==> src/rtl/ff_pkg.sv <==
// Shared types and constants for the quiz-host / buzzer blocks.
package ff_pkg;

  localparam int N_PLAYERS = 4;
  localparam int PLAYER_W  = 2;

  // Host round sequencing states
  typedef enum logic [2:0] {
    IDLE   = 3'd0,
    CLEAR  = 3'd1,
    ARMED  = 3'd2,
    DECODE = 3'd3,
    JUDGE  = 3'd4,
    DONE   = 3'd5
  } state_t;

endpackage

==> src/rtl/ff_prio_dec.sv <==
// Lowest-set-bit priority decoder for a player mask, plus a flag that
// reports whether more than one player bit is set.
module ff_prio_dec
  import ff_pkg::*;
(
  input  logic [N_PLAYERS-1:0] mask,
  output logic [PLAYER_W-1:0]  idx,
  output logic                 multi
);

  // Scan from the top down so the lowest set bit is the last one to win
  always_comb begin
    idx = '0;
    for (int i = N_PLAYERS - 1; i >= 0; i--) begin
      if (mask[i]) idx = PLAYER_W'(i);
    end
  end

  // Clearing the lowest set bit leaves something only if two or more were set
  assign multi = |(mask & (mask - N_PLAYERS'(1)));

endmodule

==> src/rtl/ff_host_ctrl.sv <==
// Quiz-host controller: arms the buzzer, decodes the winning press, applies
// the judge's verdict to saturating per-player scores and reports the round.
module ff_host_ctrl
  import ff_pkg::*;
#(
  parameter int SCORE_W = 4,
  parameter int POINTS  = 2,
  parameter int PENALTY = 1,
  parameter int TIMEOUT = 1000,
  parameter int CLR_CYC = 2
) (
  input  logic                           clk,
  input  logic                           rst,
  input  logic                           start,
  input  logic                           clr_scores,
  input  logic                           judge_ok,
  input  logic                           judge_bad,
  input  logic [N_PLAYERS-1:0]           first,
  input  logic [N_PLAYERS-1:0]           second,
  output logic                           round_clr,
  output logic                           armed,
  output logic [PLAYER_W-1:0]            winner,
  output logic                           winner_vld,
  output logic                           tie,
  output logic                           runner_vld,
  output logic                           no_winner,
  output logic                           round_done,
  output logic [N_PLAYERS*SCORE_W-1:0]   scores
);

  localparam int TMO_W = (TIMEOUT > 1) ? $clog2(TIMEOUT) : 1;
  localparam int CLR_W = (CLR_CYC > 1) ? $clog2(CLR_CYC) : 1;
  localparam logic [SCORE_W:0] MAX_EXT = {1'b0, {SCORE_W{1'b1}}};

  state_t                 state_reg;
  logic [CLR_W-1:0]       clr_cnt_reg;
  logic [TMO_W-1:0]       tmo_cnt_reg;
  logic [N_PLAYERS-1:0]   first_reg;
  logic [SCORE_W-1:0]     score_reg [N_PLAYERS];

  logic [PLAYER_W-1:0]    dec_idx;
  logic                   dec_multi;

  logic [SCORE_W-1:0]     cur_score;
  logic [SCORE_W:0]       sum_ext;
  logic [SCORE_W:0]       diff_ext;
  logic [SCORE_W-1:0]     inc_score;
  logic [SCORE_W-1:0]     dec_score;

  // Decode the press mask captured on the ARMED -> DECODE edge
  ff_prio_dec u_prio_dec (
    .mask  (first_reg),
    .idx   (dec_idx),
    .multi (dec_multi)
  );

  // Candidate new scores for the current winner; one spare bit catches overflow/borrow
  always_comb begin
    cur_score = score_reg[winner];
    sum_ext   = {1'b0, cur_score} + (SCORE_W+1)'(POINTS);
    diff_ext  = {1'b0, cur_score} - (SCORE_W+1)'(PENALTY);
    inc_score = (sum_ext > MAX_EXT) ? {SCORE_W{1'b1}} : sum_ext[SCORE_W-1:0];
    dec_score = diff_ext[SCORE_W] ? '0 : diff_ext[SCORE_W-1:0];
  end

  // Flatten the score array onto the display bus, player 0 in the low bits
  genvar gi;
  generate
    for (gi = 0; gi < N_PLAYERS; gi++) begin : g_scores
      assign scores[gi*SCORE_W +: SCORE_W] = score_reg[gi];
    end
  endgenerate

  // Round sequencer with all outputs and scores registered
  always_ff @(posedge clk or posedge rst) begin
    if (rst) begin
      state_reg   <= IDLE;
      clr_cnt_reg <= '0;
      tmo_cnt_reg <= '0;
      first_reg   <= '0;
      round_clr   <= 1'b0;
      armed       <= 1'b0;
      winner      <= '0;
      winner_vld  <= 1'b0;
      tie         <= 1'b0;
      runner_vld  <= 1'b0;
      no_winner   <= 1'b0;
      round_done  <= 1'b0;
      for (int i = 0; i < N_PLAYERS; i++) score_reg[i] <= '0;
    end else begin
      case (state_reg)
        IDLE: begin
          if (start) begin
            state_reg   <= CLEAR;
            round_clr   <= 1'b1;
            clr_cnt_reg <= '0;
            winner_vld  <= 1'b0;
            tie         <= 1'b0;
            runner_vld  <= 1'b0;
            no_winner   <= 1'b0;
          end else if (clr_scores) begin
            for (int i = 0; i < N_PLAYERS; i++) score_reg[i] <= '0;
          end
        end
        CLEAR: begin
          if (clr_cnt_reg == CLR_W'(CLR_CYC - 1)) begin
            state_reg   <= ARMED;
            round_clr   <= 1'b0;
            armed       <= 1'b1;
            tmo_cnt_reg <= '0;
          end else begin
            clr_cnt_reg <= clr_cnt_reg + CLR_W'(1);
          end
        end
        ARMED: begin
          // A press on the last timeout cycle still wins the round
          if (first != '0) begin
            first_reg <= first;
            state_reg <= DECODE;
            armed     <= 1'b0;
          end else if (tmo_cnt_reg == TMO_W'(TIMEOUT - 1)) begin
            state_reg  <= DONE;
            armed      <= 1'b0;
            no_winner  <= 1'b1;
            round_done <= 1'b1;
          end else begin
            tmo_cnt_reg <= tmo_cnt_reg + TMO_W'(1);
          end
        end
        DECODE: begin
          // The buzzer's second mask has settled by now
          winner     <= dec_idx;
          winner_vld <= 1'b1;
          tie        <= dec_multi;
          runner_vld <= |(second & ~first_reg);
          state_reg  <= JUDGE;
        end
        JUDGE: begin
          // Contradictory verdicts are ignored until the judge settles on one
          if (judge_ok && !judge_bad) begin
            score_reg[winner] <= inc_score;
            state_reg         <= DONE;
            round_done        <= 1'b1;
          end else if (judge_bad && !judge_ok) begin
            score_reg[winner] <= dec_score;
            state_reg         <= DONE;
            round_done        <= 1'b1;
          end
        end
        DONE: begin
          round_done <= 1'b0;
          state_reg  <= IDLE;
        end
        default: begin
          state_reg <= IDLE;
        end
      endcase
    end
  end

endmodule

==> config.mk <==
export PLATFORM = sky130hd
export DESIGN_NAME = ff_host_ctrl
export DESIGN_NICKNAME = d
export VERILOG_FILES = /design/src/rtl/ff_pkg.sv /design/src/rtl/ff_prio_dec.sv /design/src/rtl/ff_host_ctrl.sv
export SDC_FILE = /design/constraint.sdc
export NUM_CORES = 1
export LEC_CHECK = 0
export CORE_MARGIN = 5
export CORE_UTILIZATION = 30
export CTS_BUF_LIST = sky130_fd_sc_hd__clkbuf_16
export CTS_CLUSTER_SIZE = 10
export DETAILED_ROUTE_END_ITERATION = 6
export GPL_TIMING_DRIVEN = 0
export PLACE_DENSITY_LB_ADDON = 0.2
export SLEW_MARGIN = 20
export SYNTH_ARGS = -nofsm -noshare
export SYNTH_HDL_FRONTEND = slang
export SYNTH_SLANG_ARGS = --single-unit
==> constraint.sdc <==
create_clock -name clk -period 3 [get_ports clk]
set_input_delay 0.6 -clock clk [delete_from_list [all_inputs] [get_ports clk]]
set_output_delay 0.6 -clock clk [all_outputs]
set_load 0.02 [all_outputs]
---- After elaboration in Yosys (flattened, before gate mapping) ----
Index checks and enable logic that the tools add are counted.
operators by class
  add/sub/neg operators ................... 5
  multiply operators ...................... 0
  divide/modulo/power cells ............... 0
  magnitude comparators ................... 3
  equality and inequality tests ........... 15
  shifts and indexed selects .............. 0
  muxes and demuxes ....................... 48
  bitwise operators ....................... 4
  reductions and logical operators ........ 25
operators by type and width
  kind                   number
  $mux 16                4
  $bwmux 16              2
  $pmux 16 s2            1
  $mux 10                3
  $mux 4                 5
  $pmux 10 s2            1
  $reduce_and 4->1       5
  $mux 3                 6
  $pmux 3 s5             1
  $ne 2x2->1 const B     7
  $pmux 1 s2             7
  $mux 1                 11
  $add 10x1->10 const B  1
  $eq 10x10->1 const B   1
  $reduce_bool 2->1      5
  $and 4x4->4            2
  $bmux 4 s2             1
  $demux 4 s2            1
  $mux 2                 4
  $reduce_or 4->1        2
  $eq 3x2->1 const B     2
  $eq 3x3->1 const B     2
  $ne 3x3->1 const B     2
  $reduce_and 2->1       3
  other kinds (17)       21
word-level totals
  flip-flop bits (word level) ............. 43
  bits in latches ......................... 0
  RAM bits ................................ 0
  bits in read-only memories .............. 0
  input bits .............................. 14
  output and inout bits ................... 25
  logic and storage cells ................. 116
  memories kept ........................... 0

---- Logic depth before layout (Yosys ltp) ----
  depth in word-level cells ............... 10
  mapped depth ............................ 9
  depth with buffers taken out ............ 8

---- Hierarchy ----
From an unflattened synthesis, not the netlist that was laid out.
second synthesis, totals
  cell total of the unflattened synthesis .. 270
  area total of the unflattened synthesis .. 2463.6 µm²
modules (own cells, without submodules)
  module        instances  cells each  area each (µm²)  sequential area each (µm²)
  ff_host_ctrl  1          262         2421.1           1076.0
  ff_prio_dec   1          8           42.5             0.0

---- Least setup slack after synthesis ----
OpenSTA, ideal clock, no wires.
  path type ............................... register -> register
  from .................................... register winner[0]
  to ...................................... register score_reg, in the netlist scores[1]
  setup time .............................. 0.076 ns
  data arrival time ....................... 2.652 ns
  data required time ...................... 2.924 ns
  path slack .............................. 0.272 ns
  cell stages (with the launch flop) ...... 10
  buffers on the path ..................... 1
  period minus slack after synthesis ...... 2.728 ns
  cells stage by stage .................... dfrtp_1 > buf_6 > mux4_2 > inv_1 > ha_1 > a21bo_2 > or4b_4 > a21oi_2 > a211oi_2 > o21ai_1
on the way
  cells in the longest elaborated chain, start to end .. 10
RTL lines
  what                                        RTL line                                                      RTL
  start, declared                             ff_host_ctrl.sv:22                                            output logic [PLAYER_W-1:0] winner,
  start signal, assigned                      ff_host_ctrl.sv:132                                           winner <= dec_idx;
  $not 2->3 (not written as such) *           ff_host_ctrl.sv:59, ff_host_ctrl.sv:141, ff_host_ctrl.sv:145
  $bmux 4 s2                                  ff_host_ctrl.sv:59                                            cur_score = score_reg[winner];
  $mux 4 (not written as such) (2 in series)  ff_host_ctrl.sv:59
  $add 4x2->5 or $sub 4x1->5 (tied branches)  ff_host_ctrl.sv:60, ff_host_ctrl.sv:61
  $gt 5x4->1 or $mux 4 (tied branches)        ff_host_ctrl.sv:62, ff_host_ctrl.sv:63
  $mux 4 or $bwmux 16 (tied branches)         ff_host_ctrl.sv:62, ff_host_ctrl.sv:145
  $bwmux 16 or $mux 16 (tied branches)        ff_host_ctrl.sv:141, ff_host_ctrl.sv:144
  $mux 16 *                                   ff_host_ctrl.sv:140                                           if (judge_ok && !judge_bad) begin
  $pmux 16 s2 *                               ff_host_ctrl.sv:91                                            case (state_reg)
  end signal, assigned by index               ff_host_ctrl.sv:141                                           score_reg[winner] <= inc_score;
  end signal, assigned by index               ff_host_ctrl.sv:145                                           score_reg[winner] <= dec_score;
  end, declared                               ff_host_ctrl.sv:39                                            logic [SCORE_W-1:0] score_reg [N_PLAYERS];
Every way passes the cells marked *; elsewhere a longest branch is shown, timed or not. The select of a mux whose other input is x is not followed.
A chain may end at the register's enable or synchronous reset.

---- Final worst setup path ----
  from .................................... register winner[1]
  to ...................................... register score_reg, in the netlist scores[1]
The elaborated chain is that of the path after synthesis.

==> flow_metrics.py <==
metrics = {
    "drt": {
        "drc": 0,
        "wire_per_inst_um": 15.0,
        "vias": 2072,
        "drtAntennaViolNets": 0,
        "drt-vias-per-instance": 5.08,
        "dr.pass1.iters": 4,
        "drt-total-wl_mm": 6.14,
        "drtIter0Drc": 68,
    },
    "placement": {
        "place_inst": 400,
        "port_buffers": 38,
        "gp_congestion": 0.838,
        "hpwl_mm": 4.68,
    },
    "status": {
        "outcome": "completed",
    },
    "synthesis": {
        "synthCells": 259,
        "synth_xor_area_share_pct": 1.81,
        "ys_seq_area_share_pct": 44.5,
        "netlist_area_um2": 2420,
        "synth.distinct_cells": 54,
        "syn-num-nets": 281,
        "async_reset_ff_share_pct": 100,
        "synthSimpleGateAreaFrac_pct": 20.2,
        "synth_top_area_cell": "dfrtp_1",
        "muxShareOfSynthArea_pct": 5.48,
        "synth_top_area_share_pct": 44.5,
        "synthAdderAreaFrac_pct": 4.55,
        "synth_top_flop_cell": "dfrtp_1",
        "synth_top_family_by_area": "simple AND/OR/NAND/NOR gates",
        "ys_ff_latch": 43,
        "synth_edf_count": 0,
        "synth.area.top_cells": "dfrtp_1 44%, nand2_1 6.0%, o21ai_0 4.3%, ha_1 4.1%, mux4_2 3.7%",
        "postSynthAreaPerCell_um2": 9.34,
        "synth-compound-area-share_pct": 19.5,
        "yosys_warnings": 0,
    },
    "floorplan": {
        "die_area_um2": 9960,
        "num_rows": 32,
        "pin_count": 39,
        "initial_utilization_pct": 31.0,
        "die_y_um": 99.8,
        "design.core.area_um2": 7810,
        "die_w_um": 99.8,
    },
    "min_path": {
        "min_path_type": "reg -> reg",
    },
    "finish": {
        "drive_gt1_share_pct": 9.48,
        "largest_reg_flops": 16,
        "instances_no_fill": 408,
        "diodes": 0,
        "area_delta_synth_final_pct": 28.9,
        "postLayoutCoreUtil_pct": 40.0,
        "nFillCells": 793,
        "nets": 327,
    },
    "clocking": {
        "cts_buffer_depth": 2,
        "clock_latency_ns": 0.29,
        "clock_sinks": 43,
        "h-tree-depth": 2,
        "root_buffer": "clkbuf_16",
        "clkTransAtPathRegs_ns": 0.06,
        "cts_buffers": 5,
        "cts_tree": "done",
    },
    "timing": {
        "fmax_mhz": 358,
        "worst_pin_slew_ns": 0.613,
        "fin_crit_sh_pct": 93.1,
        "rsz0062_at_grt": "false",
        "drv_slew": 0,
        "hold_viol": 0,
        "setup_viol": 0,
        "period_needed_ns": 2.79,
        "maxSlewHeadroom_pct": 58.7,
        "skew_ns": 0.00674,
        "finalSetupTns_ns": 0,
    },
    "global_route": {
        "grtUsageTotal_pct": 12.9,
        "antenna_found_initial": 0,
        "grt_overflow": 0,
        "grt_pass1_vias": 1971,
        "grt_pass1_wl_mm": 10.1,
        "grt_start_max_net_pins": 26,
    },
    "worst_setup_path": {
        "worstPathArrival_ns": 3.00,
        "crit_slowest_cell": "or4b_4",
        "startpoint_type": "register",
        "critPathKind": "reg -> reg",
        "cp_max_fo": 10,
        "cp.required_ns": 3.21,
        "cp-end-kind": "register",
        "slowest_delay_ns": 0.52,
        "crit_buf_inv": 2,
        "path_cells": "clkbuf_4 > mux4_2 > inv_1 > ha_1 > a21bo_2 > or4b_4 > a21oi_2 > a211oi_2 > o21ai_1",
        "path_delay_family": "compound AO/OA/AOI/OAI gates",
    },
    "power": {
        "ir_worst_vdd_uv": 451,
        "p_leak_nw": 1.24,
        "powerDensity_nw_per_um2": 847,
    },
    "job": {
        "max_cap_violations": 0,
    },
}
==> power breakdown <==
group	switching [W]	internal (W)	leakage, nW
logic	0.000670	0.000496	0.586
registers	0.000151	0.000715	0.575
clock network	0.000223	0.000388	0.0812
==> area by class of cell <==
cell class              count  area, um2  area share, %
multi-input cells         193       1250           40.1
inverters                  15       56.3           1.81
repair buffers             39        400           12.8
clock buffers               5        125           4.01
clock inverters             3       38.8           1.24
flip-flops and latches     43       1080           34.5
well taps                 102        128           4.09
plain buffers               8       43.8           1.40
==> cell usage after synthesis (all sizes together) (3+ instances only) <==
cell type	count
o21ai	30
dfrtp	43
xnor2	5
a22o	5
nand3	8
a21oi	12
nor2	19
ha	8
nand2	39
o22ai	3
or3	3
a32o	4
nor4	4
nor2b	4
clkbuf	3
mux4	4
nand2b	4
inv	15
a211oi	3
buf	5
nor3	6
==> path summary, 6_finish.rpt <==
path | from | endpoint | slack [ns] | depth (start not counted)
setup / recovery | winner[1]$_DFFE_PP0P_ | scores[1]$_DFFE_PP0P_ | 0.21 | 9
hold / removal | armed$_DFFE_PP0P_ | armed$_DFFE_PP0P_ | 0.51 | 1
setup reg to reg | winner[1]$_DFFE_PP0P_ | scores[1]$_DFFE_PP0P_ | 0.21 | 9
hold reg to reg | armed$_DFFE_PP0P_ | armed$_DFFE_PP0P_ | 0.51 | 1
max in group asynchronous | rst | state_reg[1]$_DFFE_PP0P_ | 1.87 | 3
min in group asynchronous | rst | first_reg[3]$_DFFE_PP0P_ | 0.65 | 2
==> placed cells by master (no fill, tap or decap), types with 8 or more instances in the layout <==
cell,count
dfrtp_1,43
nand2_1,39
nand3_1,8
nor2_1,19
clkdlybuf4s50_1,38
ha_1,8
o21ai_0,21
inv_1,13
a21oi_1,11
o21ai_1,8
==> logic make-up after synthesis <==
group	Yosys count
simple gates	99
compound gates	72
flops	43
buf+inv	23
fa+ha+maj	9
mux	8
xor+xnor	5
==> through the flow <==
step                      hold WS [ns]  setup slack (ns)  total power, W  cell area [um2]
after floorplan                  0.475             0.272         0.00162             2420
after global placement           0.479            0.0235         0.00202             2930
after detailed placement         0.491            0.0319         0.00203             2950
after CTS                        0.510           0.00617         0.00266             3110
after global routing             0.543            0.0305         0.00284             3120
final                            0.506             0.208         0.00264             3120
==> layer usage <==
metal | vias to the layer above | wire length [um] | track usage, %
met5 | - | 0 | 0
met4 | 0 | 95 | 3.47
met3 | 10 | 276 | 3.96
met2 | 37 | 2750 | 19.9
met1 | 988 | 3020 | 17.6
li1 | 1037 | - | -
==> repair_timing <==
item,in CTS,in global routing
setup endpoints to repair,0,8
gates resized for setup,0,3
buffers inserted,0,0
hold buffers,0,0
(Power assumes the default switching activity.)
